<file path="src/rtl/spi_reg_ctrl.sv">
// rtl/spi_reg_ctrl.sv - SPI slave command sequencer driving a single-cycle register bus
module spi_reg_ctrl #(
  parameter int          ADDR_W      = 7,
  parameter int          SYNC_STAGES = 2,
  parameter logic [7:0]  IDLE_BYTE   = 8'hA5
) (
  input  logic              clk,
  input  logic              rstb,
  input  logic              ss,
  input  logic              done,
  input  logic [7:0]        rdata,
  output logic [7:0]        tdata,
  output logic              ten,
  output logic [ADDR_W-1:0] reg_addr,
  output logic [7:0]        reg_wdata,
  output logic              reg_wr,
  output logic              reg_rd,
  input  logic [7:0]        reg_rdata,
  output logic              txn_done,
  output logic              busy
);

  typedef enum logic [2:0] {
    IDLE, CMD, WR_DATA, RD_FETCH, RD_CAP, RD_DATA
  } state_t;

  localparam logic [ADDR_W-1:0] ADDR_ONE = ADDR_W'(1);

  logic [SYNC_STAGES-1:0] ss_sync_q, done_sync_q;
  logic                   ss_prev_q, done_prev_q;
  // Marks when ss_s and ss_prev_q both hold real samples taken after reset,
  // so a frame already running at reset release never looks like a fresh ss_fall.
  logic [SYNC_STAGES:0]   fill_q;
  logic                   ss_s, done_s, sync_ok;
  logic                   byte_vld, ss_fall, ss_rise;

  state_t            state_q, state_d;
  logic [ADDR_W-1:0] addr_q, addr_d;
  logic [7:0]        tdata_q, tdata_d;
  logic [ADDR_W-1:0] reg_addr_q, reg_addr_d;
  logic [7:0]        reg_wdata_q, reg_wdata_d;
  logic              reg_wr_q, reg_wr_d;
  logic              reg_rd_q, reg_rd_d;
  logic              txn_done_q, txn_done_d;
  logic              ten_q;

  // Synchronize ss/done into clk and keep previous samples for edge detection
  always_ff @(posedge clk or negedge rstb) begin
    if (!rstb) begin
      ss_sync_q   <= '1;
      done_sync_q <= '0;
      ss_prev_q   <= 1'b1;
      done_prev_q <= 1'b0;
      fill_q      <= '0;
      ten_q       <= 1'b0;
    end else begin
      ss_sync_q   <= {ss_sync_q[SYNC_STAGES-2:0], ss};
      done_sync_q <= {done_sync_q[SYNC_STAGES-2:0], done};
      ss_prev_q   <= ss_s;
      done_prev_q <= done_s;
      fill_q      <= {fill_q[SYNC_STAGES-1:0], 1'b1};
      ten_q       <= ~ss_s;
    end
  end

  assign ss_s     = ss_sync_q[SYNC_STAGES-1];
  assign done_s   = done_sync_q[SYNC_STAGES-1];
  assign sync_ok  = fill_q[SYNC_STAGES];
  assign byte_vld = done_s & ~done_prev_q;
  assign ss_fall  = sync_ok & ss_prev_q & ~ss_s;
  assign ss_rise  = sync_ok & ~ss_prev_q & ss_s;

  // State and output registers
  always_ff @(posedge clk or negedge rstb) begin
    if (!rstb) begin
      state_q     <= IDLE;
      addr_q      <= '0;
      tdata_q     <= IDLE_BYTE;
      reg_addr_q  <= '0;
      reg_wdata_q <= '0;
      reg_wr_q    <= 1'b0;
      reg_rd_q    <= 1'b0;
      txn_done_q  <= 1'b0;
    end else begin
      state_q     <= state_d;
      addr_q      <= addr_d;
      tdata_q     <= tdata_d;
      reg_addr_q  <= reg_addr_d;
      reg_wdata_q <= reg_wdata_d;
      reg_wr_q    <= reg_wr_d;
      reg_rd_q    <= reg_rd_d;
      txn_done_q  <= txn_done_d;
    end
  end

  // Next-state: process any received byte first, then let ss_rise close the frame
  always_comb begin
    state_d     = state_q;
    addr_d      = addr_q;
    tdata_d     = tdata_q;
    reg_addr_d  = reg_addr_q;
    reg_wdata_d = reg_wdata_q;
    reg_wr_d    = 1'b0;
    reg_rd_d    = 1'b0;
    txn_done_d  = 1'b0;
    case (state_q)
      IDLE: begin
        if (ss_fall) begin
          state_d = CMD;
          tdata_d = IDLE_BYTE;
        end
      end
      CMD: begin
        if (byte_vld) begin
          addr_d = rdata[ADDR_W-1:0];
          if (rdata[7]) begin
            // reg_rd is registered, so it is high for the whole RD_FETCH clk
            state_d    = RD_FETCH;
            reg_rd_d   = 1'b1;
            reg_addr_d = rdata[ADDR_W-1:0];
          end else begin
            state_d = WR_DATA;
          end
        end
      end
      WR_DATA: begin
        if (byte_vld) begin
          reg_wr_d    = 1'b1;
          reg_addr_d  = addr_q;
          reg_wdata_d = rdata;
          addr_d      = addr_q + ADDR_ONE;
        end
      end
      RD_FETCH: state_d = RD_CAP;
      RD_CAP: begin
        // reg_rdata is valid here, one clk after the reg_rd strobe
        tdata_d = reg_rdata;
        state_d = RD_DATA;
      end
      RD_DATA: begin
        if (byte_vld) begin
          addr_d     = addr_q + ADDR_ONE;
          state_d    = RD_FETCH;
          reg_rd_d   = 1'b1;
          reg_addr_d = addr_q + ADDR_ONE;
        end
      end
      default: state_d = IDLE;
    endcase
    if (ss_rise && (state_q != IDLE)) begin
      state_d    = IDLE;
      tdata_d    = IDLE_BYTE;
      txn_done_d = (state_q != CMD) || byte_vld;
    end
  end

  assign tdata     = tdata_q;
  assign ten       = ten_q;
  assign reg_addr  = reg_addr_q;
  assign reg_wdata = reg_wdata_q;
  assign reg_wr    = reg_wr_q;
  assign reg_rd    = reg_rd_q;
  assign txn_done  = txn_done_q;
  assign busy      = (state_q != IDLE);

endmodule

</file>
<file path="config.mk">
export PLATFORM = sky130hd
export DESIGN_NAME = spi_reg_ctrl
export DESIGN_NICKNAME = d
export VERILOG_FILES = /design/src/rtl/spi_reg_ctrl.sv
export SDC_FILE = /design/constraint.sdc
export NUM_CORES = 1
export LEC_CHECK = 0
export CORE_UTILIZATION = 26
export DETAILED_ROUTE_END_ITERATION = 8
export HOLD_SLACK_MARGIN = 0.03
export PLACE_DENSITY = 0.57
export SLEW_MARGIN = 20
export SYNTH_ARGS = -nofsm -noshare
export SYNTH_HDL_FRONTEND = slang
export SYNTH_SLANG_ARGS = --single-unit
export TNS_END_PERCENT = 100
</file>
<file path="constraint.sdc">
create_clock -name clk -period 2.5 [get_ports clk]
set_clock_uncertainty 0.1 [all_clocks]
set_input_delay 0.5 -clock clk [delete_from_list [all_inputs] [get_ports clk]]
set_output_delay 0.5 -clock clk [all_outputs]
set_load 0.05 [all_outputs]
</file>
==> summary.txt <==
OUTCOME
----------------------------------------------------------------------------------------------------
Status                                                                                  finished clean

PLACE
----------------------------------------------------------------------------------------------------
RePlAce Congestion                                                                             0.824
Buffers on Ports                                                                                  47
Post-detailed-placement half-perimeter wirelength                                            3650 um

CTS
----------------------------------------------------------------------------------------------------
Clk buf depth                                                                                      2
Clock-pin slew reported for the worst setup and hold paths after clock tree synthesis          90 ps
Count of H-tree levels built during CTS                                                            2
CTS Root Cell                                                                           sky130_fd_sc_hd__clkbuf_8
Clock tree from TritonCTS                                                                       done
Total setup buffers inserted after CTS                                                             0
Num Clock Sinks                                                                                   46
Number of buffers inserted during clock tree synthesis                                             5
Clock latency of the later-clocked register in the worst-skew pair                            300 ps
Cells resized by post-CTS repair                                                                   0
Number of buffers added to fix hold violations after cts                                           0

PWR
----------------------------------------------------------------------------------------------------
Leakage power summed over all cells                                                          1.16 nW
Power density normalized to cell area                                                   1330 nW/um^2
Highest ir drop seen on vdd                                                               0.000542 V

ROUTE
----------------------------------------------------------------------------------------------------
Iteration-0 DRC Markers                                                                          109
Detailed-routing wirelength on met1                                                          2260 um
Amount of wire on met3 after detailed routing                                                 265 um
Vias/cell                                                                                       4.83
DR vias                                                                                        1,666
TritonRoute pass-1 iters                                                                           4
Antenna violation net count after detailed routing                                                 0
Uppermost layer routed                                                                          met4
Final routed wire length divided by cell count                                               14.1 um
Detailed Route WL                                                                            4860 um
Remaining routing DRC violations                                                                   0
WL met2                                                                                      2270 um

CRITICAL PATH
----------------------------------------------------------------------------------------------------
Slack of the worst reg-to-reg path                                                            500 ps
List of cells traversed by the critical path                                            clkdlybuf4s50_1
Worst setup path endpoint                                                                   tdata[2]
Worst Path Class, Setup                                                                   reg -> out
Largest incremental delay on the critical path                                                800 ps
Arrival time at the worst endpoint                                                           1640 ps
Top cell family by delay on the critical path                                           buffers and inverters
Element type at the critical path end                                                   primary output
Reg-to-reg endpoint                                                                     reg_addr[0]$_DFFE_PN0P_
Worst-path fanout max                                                                              2
Critical path launch point type                                                                 flop
Origin of the worst setup path                                                          tdata[2]$_DFFE_PN1P_
Depth of the worst register-to-register path                                                       4
Crit path depth                                                                                    1
Data required time at the worst endpoint                                                     1900 ps
Worst r2r src                                                                           state_q[1]$_DFFE_PN0P_
Slowest stage cell, crit path                                                           sky130_fd_sc_hd__clkdlybuf4s50_1
Buf/Inv on CP                                                                                      1

SYNTHESIS
----------------------------------------------------------------------------------------------------
Async set-or-reset flop fraction in the synthesized netlist                                     1.00
Portion of netlist area occupied by mux cells                                                 0.0691
Post-synthesis sequential area ratio                                                           0.534
Top area cells in the synthesized netlist                                               sky130_fd_sc_hd__dfrtp_1 (45%), sky130_fd_sc_hd__dfstp_2 (8.5%), sky130_fd_sc_hd__mux2_2 (4.1%), sky130_fd_sc_hd__a21oi_1 (2.3%), sky130_fd_sc_hd__nor2_1 (2.2%)
Fraction of the mapped netlist area in adder cells                                           0.00576
Cell taking the most area after synthesis                                               sky130_fd_sc_hd__dfrtp_1
Yosys Warn Count                                                                                   0
Synthesized area divided by synthesized cell count                                         11.2 um^2
Area share of the largest cell type after synthesis                                            0.449
Fraction of the mapped netlist area in simple logic gates                                      0.141
Synth Register Bits                                                                               46
Synth Area in Compound Gates                                                                   0.198
Syn Inst Count                                                                                   194
Number of distinct library cells after synthesis                                                  50
Post-synth top flop                                                                     sky130_fd_sc_hd__dfrtp_1
Xor and xnor fraction of the mapped netlist area                                             0.00806
Number of nets produced by synthesis                                                             215
Post-synth EDFFs                                                                                   0
Cell Area, Synth                                                                           2170 um^2
Largest family of logic cells by synthesized area                                       compound AO/OA/AOI/OAI gates

STA
----------------------------------------------------------------------------------------------------
Minimum clock period                                                                         2240 ps
Number of failing setup endpoints in the final timing report                                       0
Share of the clock period used by the worst path                                               0.895
Rel. slew slack                                                                                0.497
Transition time of the tightest slew-check pin                                                746 ps
Setup repair after global routing missed its margin                                               no
Total negative slack                                                                            0 ps
Max-slew violation count                                                                           0
Number of failing hold endpoints at the final stage                                                0
Fmax                                                                                         447 MHz

FLOORPLAN
----------------------------------------------------------------------------------------------------
IO Count                                                                                          48
Die Span X                                                                                   93.4 um
Std-Cell Core Area                                                                         7890 um^2
Die Area                                                                                   8720 um^2
Standard-cell rows                                                                                32
Vertical extent of the die                                                                   93.4 um
Initial Utilization                                                                            0.275

MIN PATH
----------------------------------------------------------------------------------------------------
Worst min-delay path category                                                            in -> async

LAYOUT
----------------------------------------------------------------------------------------------------
Most common library cell in the layout ignoring fill and taps                           sky130_fd_sc_hd__clkdlybuf4s50_1
Antenna diodes                                                                                     0
Net count, final                                                                                 263
Fraction of final layout cells with drive strength greater than 1                              0.160
Layout overhead on the synthesized area                                                        29.9%
Commonest cells after routing, fill and taps aside                                      sky130_fd_sc_hd__clkdlybuf4s50_1 (45), sky130_fd_sc_hd__dfrtp_1 (39), sky130_fd_sc_hd__nor2_1 (13), sky130_fd_sc_hd__nand2_1 (12), sky130_fd_sc_hd__a21oi_1 (10)
Post-layout util                                                                               0.358

GRT
----------------------------------------------------------------------------------------------------
Number of global-route vias before repair                                                      1,547
GRT Total Usage                                                                                0.118
GRT overflow                                                                                       0
Maximum number of pins on one net before global-route repair                                      27
First-pass GRT wire length                                                                   8020 um
Initial antenna violation count                                                                    0

JOB
----------------------------------------------------------------------------------------------------
Count of maximum capacitance violations                                                            0

kinds of logic (layout without fill, tap and decap cells):
family | Yosys count | in the layout
simple gates | 58 | 58
compound gates | 58 | 58
fa+ha+maj | 1 | 1
xor+xnor | 2 | 2
buf+inv | 15 | 64
flops | 46 | 46
other cells | 1 | 1
mux | 13 | 13
registers in the layout, indices dropped and copies added, names as in the netlist:
signal       cells
addr_q           7
done_prev_q      1
done_sync_q      2
fill_q           3
reg_addr         7
reg_rd           1
reg_wdata        8
reg_wr           1
ss_prev_q        1
ss_sync_q        2
state_q          3
tdata            8
ten              1
txn_done         1
final cells by class:
type,instances,area (um^2)
Sequential cell,46,1160
Clock buffer,5,68.8
Tap cell,102,128
Clock inverter,3,21.3
Timing Repair Buffer,51,505
Inverter,5,18.8
Multi-Input combinational cell,133,920
Fill cell,780,5070
layer usage:
| metal | GRT usage | vias up |
|---|---|---|
| li1 | - | 807 |
| met1 | 0.169 | 809 |
| met2 | 0.171 | 45 |
| met3 | 0.0285 | 5 |
| met4 | 0.0462 | 0 |
| met5 | 0 | - |
worst min path at each step:
| stage | end | slack [ps] |
|---|---|---|
| after CTS | tdata[6]$_DFFE_PN0P_ | 60 |
| after detailed placement | fill_q[2]$_DFF_PN0_ | 240 |
| after global placement | fill_q[1]$_DFF_PN0_ | 230 |
| after global routing | tdata[6]$_DFFE_PN0P_ | 80 |
| final | tdata[6]$_DFFE_PN0P_ | 40 |
| after floorplan | addr_q[0]$_DFFE_PN0P_ | 100 |
cell usage after synthesis, types with 2 or more instances:
| cell | n |
|---|---|
| sky130_fd_sc_hd__a21oi_1 | 10 |
| sky130_fd_sc_hd__a221oi_1 | 2 |
| sky130_fd_sc_hd__a22o_1 | 5 |
| sky130_fd_sc_hd__a2bb2oi_1 | 2 |
| sky130_fd_sc_hd__a2bb2oi_2 | 2 |
| sky130_fd_sc_hd__a31oi_1 | 2 |
| sky130_fd_sc_hd__and3b_1 | 3 |
| sky130_fd_sc_hd__buf_2 | 4 |
| sky130_fd_sc_hd__buf_6 | 2 |
| sky130_fd_sc_hd__clkbuf_1 | 3 |
| sky130_fd_sc_hd__dfrtp_1 | 39 |
| sky130_fd_sc_hd__dfstp_2 | 7 |
| sky130_fd_sc_hd__inv_1 | 5 |
| sky130_fd_sc_hd__mux2_2 | 8 |
| sky130_fd_sc_hd__mux2_4 | 2 |
| sky130_fd_sc_hd__mux2i_1 | 3 |
| sky130_fd_sc_hd__nand2_1 | 12 |
| sky130_fd_sc_hd__nand2b_1 | 2 |
| sky130_fd_sc_hd__nand3_1 | 8 |
| sky130_fd_sc_hd__nand3b_1 | 3 |
| sky130_fd_sc_hd__nor2_1 | 13 |
| sky130_fd_sc_hd__nor2b_1 | 3 |
| sky130_fd_sc_hd__nor3_1 | 6 |
| sky130_fd_sc_hd__o21a_1 | 4 |
| sky130_fd_sc_hd__o21ai_0 | 8 |
| sky130_fd_sc_hd__o21ai_1 | 3 |
| sky130_fd_sc_hd__o221ai_1 | 2 |
| sky130_fd_sc_hd__o22a_1 | 5 |
| sky130_fd_sc_hd__o22ai_1 | 3 |
| sky130_fd_sc_hd__or3_1 | 3 |
worst reg2reg max path: stages (launching register included):
cell	delay, ps
sky130_fd_sc_hd__dfrtp_1	570
sky130_fd_sc_hd__or3b_1	540
sky130_fd_sc_hd__o21ai_2	130
sky130_fd_sc_hd__and2_4	240
sky130_fd_sc_hd__mux2_4	300
per-stage QoR:
step                      instance area [um^2]  total power, mW  hold WS, ps  setup WS [ps]  std cells
after floorplan                           2170             2.70          104            683        194
after CTS                                 2820             3.79         60.0            245        345
after global routing                      2820             3.98         83.7            223        345
after global placement                    2730             3.30          232            417        337
final                                     2820             3.74         43.5            263        345
after detailed placement                  2730             3.31          236            390        337
where the power goes:
group	leakage, nW	switching, mW	internal (mW)
clock network	0.0441	0.260	0.197
logic	0.571	1.26	0.767
registers	0.545	0.237	1.02
(Power assumes the default switching activity.)
